File: config.mk
export PLATFORM = sky130hd
export DESIGN_NAME = imem_ctrl
export DESIGN_NICKNAME = d
export VERILOG_FILES = /design/src/rtl/imem_ctrl.sv
export SDC_FILE = /design/constraint.sdc
export NUM_CORES = 1
export LEC_CHECK = 0
export CORE_MARGIN = 5
export CORE_UTILIZATION = 49
export DETAILED_ROUTE_END_ITERATION = 10
export PLACE_DENSITY = 0.85
export SYNTH_ARGS = -nofsm -noshare
export SYNTH_HDL_FRONTEND = slang
export SYNTH_SLANG_ARGS = --single-unit
File: constraint.sdc
create_clock -name clk -period 2.7 [get_ports clk]
set_input_delay 0.54 -clock clk [delete_from_list [all_inputs] [get_ports clk]]
set_output_delay 0.54 -clock clk [all_outputs]
set_load 0.05 [all_outputs]
File: src/rtl/imem_ctrl.sv
// imem_ctrl: shared-port instruction memory controller (loader/fetch).
// Define IMEM_CLEAR_EN to zero the whole memory on entering LOAD.
module imem_ctrl #(
  parameter int          RAM_WIDTH     = 32,
  parameter int          RAM_ADDR_BITS = 10,
  parameter logic [31:0] HALT_WORD     = 32'hFFFF_FFFF
) (
  input  logic                     clk,
  input  logic                     rst_n,
  input  logic                     cmd_load,
  input  logic                     cmd_run,
  input  logic                     cmd_step,
  input  logic                     ld_valid,
  input  logic [7:0]               ld_byte,
  output logic                     ld_ready,
  input  logic                     fetch_req,
  input  logic [RAM_ADDR_BITS-1:0] fetch_addr,
  output logic [RAM_WIDTH-1:0]     fetch_data,
  output logic                     fetch_valid,
  output logic                     mem_we,
  output logic [RAM_ADDR_BITS-1:0] mem_addr,
  output logic [RAM_WIDTH-1:0]     mem_wdata,
  input  logic [RAM_WIDTH-1:0]     mem_rdata,
  output logic                     pipe_en,
  output logic [RAM_ADDR_BITS:0]   prog_len,
  output logic [2:0]               state_o
);

  localparam int AW = RAM_ADDR_BITS;

  typedef enum logic [2:0] {
    IDLE = 3'd0,
    LOAD = 3'd1,
    RUN  = 3'd2,
    STEP = 3'd3,
    HALT = 3'd4
  } state_t;

  state_t               state;
  state_t               state_nx;
  logic [RAM_WIDTH-1:0] word;
  logic [1:0]           byte_cnt;
  logic                 wr_pend;
  logic [AW-1:0]        wr_ptr;
  logic [AW:0]          len_q;
  logic                 fv_q;
  logic [RAM_WIDTH-1:0] fd_q;
  logic                 clr_q;
  logic                 fetch_st;
  logic                 halt_seen;
  logic                 wr_last;
  logic                 start_load;
  logic                 load_open;

  assign fetch_st   = (state == RUN) || (state == STEP);
  assign halt_seen  = fv_q && (mem_rdata == HALT_WORD);
  assign start_load = cmd_load && ((state == IDLE) || (state == HALT));
  assign load_open  = (state == LOAD) && !wr_pend && !clr_q;
  assign wr_last    = wr_pend &&
                      ((word == HALT_WORD) || (wr_ptr == {AW{1'b1}}));

  assign ld_ready    = load_open;
  assign fetch_valid = fv_q;
  assign fetch_data  = fv_q ? mem_rdata : fd_q;
  assign prog_len    = len_q;
  assign state_o     = state;
  assign mem_we      = wr_pend || clr_q;
  assign mem_wdata   = wr_pend ? word : '0;

  // Port address: loader pointer while loading, PC while executing
  always_comb begin
    mem_addr = '0;
    if (state == LOAD)
      mem_addr = wr_ptr;
    else if (fetch_st)
      mem_addr = fetch_addr;
  end

  // Mode sequencing and pipeline enable
  always_comb begin
    state_nx = state;
    pipe_en  = 1'b0;
    unique case (state)
      IDLE, HALT: begin
        if (cmd_load)
          state_nx = LOAD;
        else if (cmd_run)
          state_nx = RUN;
        else if (cmd_step)
          state_nx = STEP;
      end
      LOAD: begin
        if (wr_last)
          state_nx = IDLE;
      end
      RUN: begin
        pipe_en = !halt_seen;
        if (halt_seen)
          state_nx = HALT;
      end
      STEP: begin
        pipe_en  = 1'b1;
        state_nx = halt_seen ? HALT : IDLE;
      end
      default: state_nx = IDLE;
    endcase
  end

  // State register
  always_ff @(posedge clk or negedge rst_n) begin
    if (!rst_n)
      state <= IDLE;
    else
      state <= state_nx;
  end

`ifndef IMEM_CLEAR_EN
  assign clr_q = 1'b0;
`endif

  // Byte assembly, word write and program length
  always_ff @(posedge clk or negedge rst_n) begin
    if (!rst_n) begin
      word     <= '0;
      byte_cnt <= '0;
      wr_pend  <= 1'b0;
      wr_ptr   <= '0;
      len_q    <= '0;
`ifdef IMEM_CLEAR_EN
      clr_q    <= 1'b0;
`endif
    end else if (start_load) begin
      word     <= '0;
      byte_cnt <= '0;
      wr_pend  <= 1'b0;
      wr_ptr   <= '0;
      len_q    <= '0;
`ifdef IMEM_CLEAR_EN
      clr_q    <= 1'b1;
`endif
    end else if (state == LOAD) begin
`ifdef IMEM_CLEAR_EN
      if (clr_q) begin
        wr_ptr <= wr_ptr + 1'b1;
        if (wr_ptr == {AW{1'b1}})
          clr_q <= 1'b0;
      end else
`endif
      if (wr_pend) begin
        wr_pend <= 1'b0;
        wr_ptr  <= wr_ptr + 1'b1;
        len_q   <= len_q + 1'b1;
      end else if (ld_valid) begin
        word     <= {word[RAM_WIDTH-9:0], ld_byte};
        byte_cnt <= byte_cnt + 1'b1;
        if (byte_cnt == 2'd3)
          wr_pend <= 1'b1;
      end
    end
  end

  // Fetch valid follows the request by one cycle; data held when idle
  always_ff @(posedge clk or negedge rst_n) begin
    if (!rst_n) begin
      fv_q <= 1'b0;
      fd_q <= '0;
    end else begin
      fv_q <= fetch_st && fetch_req;
      if (fv_q)
        fd_q <= mem_rdata;
    end
  end

endmodule
== Word-level counts from Yosys, hierarchy flattened ==
Cells that the tools add are included.

* Logic and storage cells: 72
* Register bits: 92
* Bits of input ports: 57

* Multiplexer cells: 31
* Reductions and logical operators: 18
* Equal/unequal tests: 12
* Add/subtract/negate cells: 3

{| class="wikitable"
|+ Operator list
! operator !! number
|-
| 32-bit 2-to-1 mux || 6
|-
| 32-bit == test, second input constant || 2
|-
| 10-bit 2-to-1 mux || 5
|-
| 11-bit 2-to-1 mux || 3
|-
| 3-bit 2-to-1 mux || 6
|-
| 3-bit case mux with 4 select lines || 1
|-
| 11-bit by 1-bit adder with 11-bit output, second input constant || 1
|-
| 10-bit by 1-bit adder with 10-bit output, second input constant || 1
|-
| 10-bit == test, second input constant || 1
|-
| 2-bit 2-to-1 mux || 4
|-
| 3-bit by 2-bit == test with 1-bit output, second input constant || 2
|-
| 3-bit AND reduction || 2
|-
| 2-bit nonzero test || 3
|-
| 1-bit logical AND || 5
|-
| 1-bit 2-to-1 mux || 5
|-
| 2-bit != test, second input constant || 2
|-
| 4-bit != test, second input constant || 1
|-
| 3-bit by 1-bit == test with 1-bit output, second input constant || 1
|-
| 3-bit == test, second input constant || 1
|-
| 3-bit logical NOT || 1
|-
| 1-bit logical OR || 3
|-
| 2-bit by 1-bit adder with 2-bit output, second input constant || 1
|-
| 2-bit == test, second input constant || 1
|-
| 1-bit logical NOT || 2
|-
| 4 further kinds || 4
|}

== Depth between registers and ports, before layout ==
Gate-level depths: netlist of the first run.

* Word-level depth: 6
* Depth in mapped cells: 7

== Worst setup path after synthesis of the first run ==
No wires, ideal clock.

* Kind: reg2out
* Start point: register fv_q (netlist: fetch_valid)
* End point: output port fetch_data[19]
* Required time: 2,160 ps
* Stages on the path, launching flop included: 4
* Arrival time: 2,177 ps
* Slack: -17 ps
* Path buffers: 2
* Path through: dfrtp_1 > clkbuf_1 > clkbuf_1 > o21ai_0

* Cells in the longest elaborated chain, start to end: 1

{| class="wikitable"
|+ RTL lines
! what !! line !! text
|-
| from (decl) || 46 || <nowiki>logic fv_q;</nowiki>
|-
| from (signal assigned) || 168 || <nowiki>fv_q <= fetch_st && fetch_req;</nowiki>
|-
| 32-bit 2-to-1 mux || -- ||
|-
| to (decl) || 18 || <nowiki>output logic [RAM_WIDTH-1:0] fetch_data,</nowiki>
|}

Every way passes these cells.

== Final worst setup path of the first run ==
* Start point: input port mem_rdata[18]
* End point: output port pipe_en

* Cells in the longest elaborated chain, start to end: 4

{| class="wikitable"
|+ RTL lines
! what !! line !! text
|-
| from (decl) || 23 || <nowiki>input logic [RAM_WIDTH-1:0] mem_rdata,</nowiki>
|-
| 32-bit == test || 56 || <nowiki>assign halt_seen = fv_q && (mem_rdata == HALT_WORD);</nowiki>
|-
| 1-bit logical AND || 56 ||
|-
| 1-bit logical NOT || 97 || <nowiki>pipe_en = !halt_seen;</nowiki>
|-
| 1-bit case mux with 2 select lines || 83 || <nowiki>unique case (state)</nowiki>
|-
| to (decl) || 24 || <nowiki>output logic pipe_en,</nowiki>
|}

Every way passes these cells.

==> results.cfg, run 1 <==
[critical_path]
worstPathRequired_ns = 2.16
endpoint_kind = output pin
path_buf_inv = 2
crit_chain = clkdlybuf4s50_1 > nand4_1 > nor4_1 > nand3_1 > o21a_1 > buf_4
critPathMaxFanout = 2
startpoint_type = input port
crit_path_max_incr_delay_ns = 0.49
worstPathArrival_ns = 2.08
critical-path-top-delay-family = buffers and inverters
critical_path_class = input port to output pin
cp_slowest_cell = clkdlybuf4s50_1

[detailed_routing]
vias_per_cell = 5.41
wl_per_cell_um = 17.3
dr.pass1.iters = 5
antenna_left = 0
drcViolationCount = 0
drt-total-wl_um = 12000
vias = 3746
drt_iter0_drc = 168

[power_and_ir_drop]
sw_frac_of_total = 0.378
p_leak_nw = 2.89
power_density_mw_per_mm2 = 699
power.switching_mw = 1.63
ir_drop_uv = 328
comb_power_share = 0.332
p_clk_frac = 0.231
sequentialPowerShare = 0.436
p_total_mw = 4.32
intPower_mw = 2.69

[placement]
dp_cells = 677
portBuffers = 148
placed_cell_area_mm2 = 0.00597
dp_hpwl_um = 8900
gp_congestion = 0.835

[cells_and_area]
fin_area_mm2 = 0.00619
drive_gt1_frac = 0.241
syn2layout_area_growth_pct = 40.4
num_antenna_cells = 0
nFillCells = 668
fin_nets = 640
final_cells = 693

[synth]
synth_most_common_cell = dfrtp_1
synth_warnings = 0
synth_cell_types = 41
synthArstFlopShare = 1.00
syn_area_mm2 = 0.00441
syn-num-nets = 499
synthTopCellsByCount = dfrtp_1 (92), nand2_1 (78), o21ai_0 (38)
synth_top_area_share = 0.522
avgSynthCellArea_um2 = 10.0
ys_ff_latch = 92
yosys.area.top_type = dfrtp_1
synth_enable_flop_cells = 0
synth_seq_area_share = 0.522
synthFlopType = dfrtp_1
yosys-top-cells-area = dfrtp_1 (52%), mux2_2 (7.9%), nand2_1 (6.6%), and2_1 (5.0%), o21ai_0 (4.3%)
syn_inst = 439

[grt]
groute.usage.overall = 0.220
grt-busiest-layer = met2
grt_pass1_vias = 3791
grt_pass1_wl_um = 20000
overflow = 0
met3_usage = 0.0487
met1_usage = 0.296
grt_max_degree = 67
grt_util_met2 = 0.357
antenna_found_initial = 0

[clocking]
clock_path_buffers = 2
cts_tree = done
htree_levels = 3
clkTransAtPathRegs_ns = 0.09
cts_buffers = 9
insertion_delay_ns = 0.36
cts.sinks = 92
ctsHoldBuffers = 0
cts_root_buf = clkbuf_8

[die]
initial_utilization = 0.503
core-area_mm2 = 0.00876
dieArea_mm2 = 0.0110
fp-row-count = 34
chipWidth_um = 105
ioPinCount = 149
die_h_um = 105

[sta]
final_hold_viol_count = 0
worst_pin_slew_ns = 0.587
drv_slew = 0
post-route-period-util = 0.970
fin_crit_ns = 2.62
slew_headroom = 0.609
rsz0062_at_grt = no
clock_skew_ns = 0.00992
finalSetupViolations = 0
setup_tns_ns = 0
max_freq_mhz = 382

[run]
drv_cap = 0

[status]
status = completed

[hold_path]
holdCritPathClass = input port to async pin
power groups by stage:
stage | Combinational (mW) | Sequential (mW) | Clock, mW
after global placement | 1.41 | 1.89 | 0
after CTS | 1.45 | 1.88 | 1.01
after detailed placement | 1.44 | 1.91 | 0
after floorplan | 0.782 | 1.94 | 0
after global routing | 1.56 | 1.93 | 1.08
final | 1.44 | 1.89 | 1.00
repair_timing:
action	in CTS	in global routing
hold endpoints to repair	0	0
setup buffers	0	0
setup endpoints to repair	0	10
resized for setup	0	1
sequential cells by signal (all words and copies together), names as in the netlist:
signal	cells
fetch_valid	1
mem_we	1
prog_len	11
word	32
byte_cnt	2
wr_ptr	10
state_o	3
fd_q	32
stage by stage:
stage               utilization  setup WS (ns)  hold WS (ns)
finish                    0.706         0.0823         0.159
global route              0.706         0.0253         0.193
CTS                       0.706         0.0708         0.175
detailed placement        0.681         0.0905         0.487
global placement          0.681          0.132         0.480
floorplan                     -          0.105         0.244
area by class of cell:
cell class / instances / area, um^2 / area share
multi-input combinational: 317 / 1990 / 0.321
timing repair buffer: 159 / 1540 / 0.250
tap: 108 / 135 / 0.0218
clock inverter: 6 / 87.6 / 0.0142
sequential: 92 / 2300 / 0.372
clock buffer: 10 / 128 / 0.0206
inverter: 1 / 3.75 / 0.000607
worst paths after layout:
kind,to,startpoint,slack (ns),cells after the start
max,pipe_en,mem_rdata[18],0.08,6
min,word[20],rst_n,0.16,1
max reg2reg,prog_len[10],state_o[1],0.64,5
min reg2reg,fd_q[21],fd_q[21],0.50,1
max in group asynchronous,wr_ptr[8],rst_n,1.89,2
min in group clk,fd_q[21],fd_q[21],0.50,1
placed cells by master (no fill, tap or decap), drive strengths merged, types with 3 or more instances in the layout:
cell type and instances:
nor2 33, dfrtp 92, clkbuf 10, nor2b 4, o2111ai 4, nand2 78, nand4 17, nand3 10
xnor2 7, clkdlybuf4s50 70, and2 35, ha 3, buf 89, and4 3, a22oi 10, o21ai 42
clkinv 3, mux2 31, o211ai 4, or4 3, xor2 9
kinds of logic (layout without fill, tap and decap cells):
| kind of cell | Yosys count | after routing | synth area share |
|---|---|---|---|
| AO/OA/AOI/OAI | 69 | 69 | 0.103 |
| XOR/XNOR | 16 | 16 | 0.0318 |
| adder cells (fa/ha/maj) | 3 | 3 | 0.00852 |
| buffers and inverters | 30 | 176 | 0.0309 |
| flip-flops | 92 | 92 | 0.522 |
| multiplexers | 32 | 32 | 0.0815 |
| AND/OR/NAND/NOR | 197 | 197 | 0.221 |
per-layer routing:
metal	part of all wire	vias up	wire length (um)
met2	0.49	151	5900
met1	0.42	1784	5070
met3	0.067	16	801
met4	0.015	0	185
li1	-	1795	-
met5	0	-	0
Note: power is estimated with default switching activity, not from simulation.
==> run 2, diff against run 1 <==
--- a/config.mk
+++ b/config.mk
@@ -8,7 +8,7 @@
 export CORE_MARGIN = 5
 export CORE_UTILIZATION = 49
 export DETAILED_ROUTE_END_ITERATION = 10
-export PLACE_DENSITY = 0.85
+export PLACE_DENSITY = 0.95
 export SYNTH_ARGS = -nofsm -noshare
 export SYNTH_HDL_FRONTEND = slang
 export SYNTH_SLANG_ARGS = --single-unit
==> run 2 against run 1 <==
  * Sequential power hardly changed
  * Sequential cell count unchanged
  * Largest cell class unchanged
  * Worst hold slack lost 0.0030 ns
  * Clock power fell by 13%
  * Global-route usage up 0.75 points
  * Die area unchanged
  * Wire length rose by 2.6%
  * Clock skew fell by 0.0020 ns
  * Final cell count is the same
  * Via count up 2.5%
  * Critical endpoint unchanged
  * Non-clock buffer count did not move
==> results.cfg, run 2 (synthesized netlist as in run 1, its figures left out) <==
[status]
status = completed

[sta]
post-route-period-util = 0.973
final_hold_viol_count = 0
drv_slew = 0
worst_pin_slew_ns = 0.566
max_freq_mhz = 381
setup_tns_ns = 0
rsz0062_at_grt = no
fin_crit_ns = 2.63
slew_headroom = 0.623
finalSetupViolations = 0
clock_skew_ns = 0.00795

[detailed_routing]
top_layer_used = met4
wl_met1_um = 4860
wl_per_cell_um = 17.7
dr_wl_met2_um = 6370
dr.pass1.iters = 5
vias = 3839
dr_wl_met3_um = 813
drt-total-wl_um = 12300
drcViolationCount = 0
antenna_left = 0
vias_per_cell = 5.54
drt_iter0_drc = 150

[critical_path]
worstPathArrival_ns = 2.09
cp_slowest_cell = clkdlybuf4s50_1
crit_path_max_incr_delay_ns = 0.50
critPathLaunch = mem_rdata[17]
rr_startpoint = state_o[2]
crit_chain = clkdlybuf4s50_1 > nand4_1 > nor4_2 > nand3_1 > o21a_1 > buf_4
endpoint_kind = output pin
critical_path_class = input port to output pin
reg2reg_depth = 4
startpoint_type = input port
r2r_setup_slack_ns = 0.55
timing.rr.end = prog_len[10]
worstPathRequired_ns = 2.16
critPathMaxFanout = 2

[die]
dieArea_mm2 = 0.0110
core-area_mm2 = 0.00876
fp-row-count = 34
ioPinCount = 149
chipWidth_um = 105
die_h_um = 105
initial_utilization = 0.503

[clocking]
cts_root_buf = clkbuf_8
cts_tree = done
clock_path_buffers = 2
cts.sinks = 92
insertion_delay_ns = 0.36
ctsHoldBuffers = 0
htree_levels = 3
cts_buffers = 9
clkTransAtPathRegs_ns = 0.10

[cells_and_area]
final_common_cell = dfrtp_1
drive_gt1_frac = 0.244
num_antenna_cells = 0
nFillCells = 624
most-common-layout-cells = dfrtp_1 (92), buf_4 (79), nand2_1 (78)
fin_area_mm2 = 0.00613
fin_nets = 640
syn2layout_area_growth_pct = 39.1
final_cells = 693

[run]
drv_cap = 0

[power_and_ir_drop]
p_leak_nw = 2.87
sw_frac_of_total = 0.397
power_density_mw_per_mm2 = 683
intPower_mw = 2.52
sequentialPowerShare = 0.450
comb_power_share = 0.342
p_total_mw = 4.19
power.switching_mw = 1.66
ir_drop_uv = 367
p_clk_frac = 0.209

[placement]
dp_hpwl_um = 9250
gp_congestion = 0.853
portBuffers = 148
dp_cells = 677
placed_cell_area_mm2 = 0.00594

[grt]
grt_pass1_wl_um = 20500
grt_max_degree = 67
grt_pass1_vias = 3942
groute.usage.overall = 0.228
overflow = 0
antenna_found_initial = 0

[hold_path]
holdCritPathClass = input port to async pin
[run 2: changes by cell type in the layout (fill, tap and decap cells not counted), sizes merged]
cell	before	now
buf	89	91
bufinv	2	0
clkdlybuf4s50	70	68
clkinvlp	0	1
inv	2	3
[run 2: critical path, delay by kind of cell]
| family | cells | cell delay (ns) |
|---|---|---|
| AND/OR/NAND/NOR | 3 | 0.65 |
| buffers and inverters | 2 | 0.69 |
| AO/OA/AOI/OAI | 1 | 0.20 |
[run 2: layer usage]
layer,vias up,track usage
li1,1795,-
met1,1872,0.292
met2,155,0.388
met3,17,0.0524
met4,0,0.0612
met5,-,0
[run 2: area by class of cell]
class / count / area [um^2] / share of cell area
flip-flops and latches: 92 / 2300 / 0.376
repair buffers: 159 / 1510 / 0.247
well taps: 108 / 135 / 0.0220
clock buffers: 10 / 138 / 0.0225
clock inverters: 6 / 47.5 / 0.00776
multi-input cells: 317 / 1990 / 0.324
inverters: 1 / 3.75 / 0.000612
[run 2: what timing repair did]
| action | 4_1_cts | 5_1_grt |
|---|---|---|
| buffers inserted | 0 | 0 |
| gates resized for setup | 1 | 0 |
| setup endpoints to repair | 1 | 0 |
| endpoints found under the hold margin | 0 | 0 |
[run 2: worst max-delay path by stage]
stage | to | slack (ns) | depth (start not counted)
after CTS | pipe_en | 0.07 | 6
after global placement | pipe_en | 0.15 | 6
after global routing | pipe_en | 0.06 | 6
after floorplan | mem_addr[0] | 0.11 | 5
after detailed placement | pipe_en | 0.01 | 6
final | pipe_en | 0.07 | 6
[run 2: power by group through the flow]
stage	clock network, mW	registers, mW	logic [mW]
6_report	0.874	1.88	1.43
5_1_grt	0.958	1.92	1.54
4_1_cts	0.889	1.88	1.44
3_5_place_dp	0	1.90	1.44
3_3_place_gp	0	1.88	1.39
2_1_floorplan	0	1.94	0.782
[run 2: stage by stage]
step | hold WS (ns) | utilization | setup WS [ns]
final | 0.156 | 0.699 | 0.0739
after global routing | 0.186 | 0.699 | 0.0562
after CTS | 0.171 | 0.699 | 0.0704
after detailed placement | 0.486 | 0.677 | 0.0123
after global placement | 0.481 | 0.677 | 0.150
after floorplan | 0.244 | - | 0.105
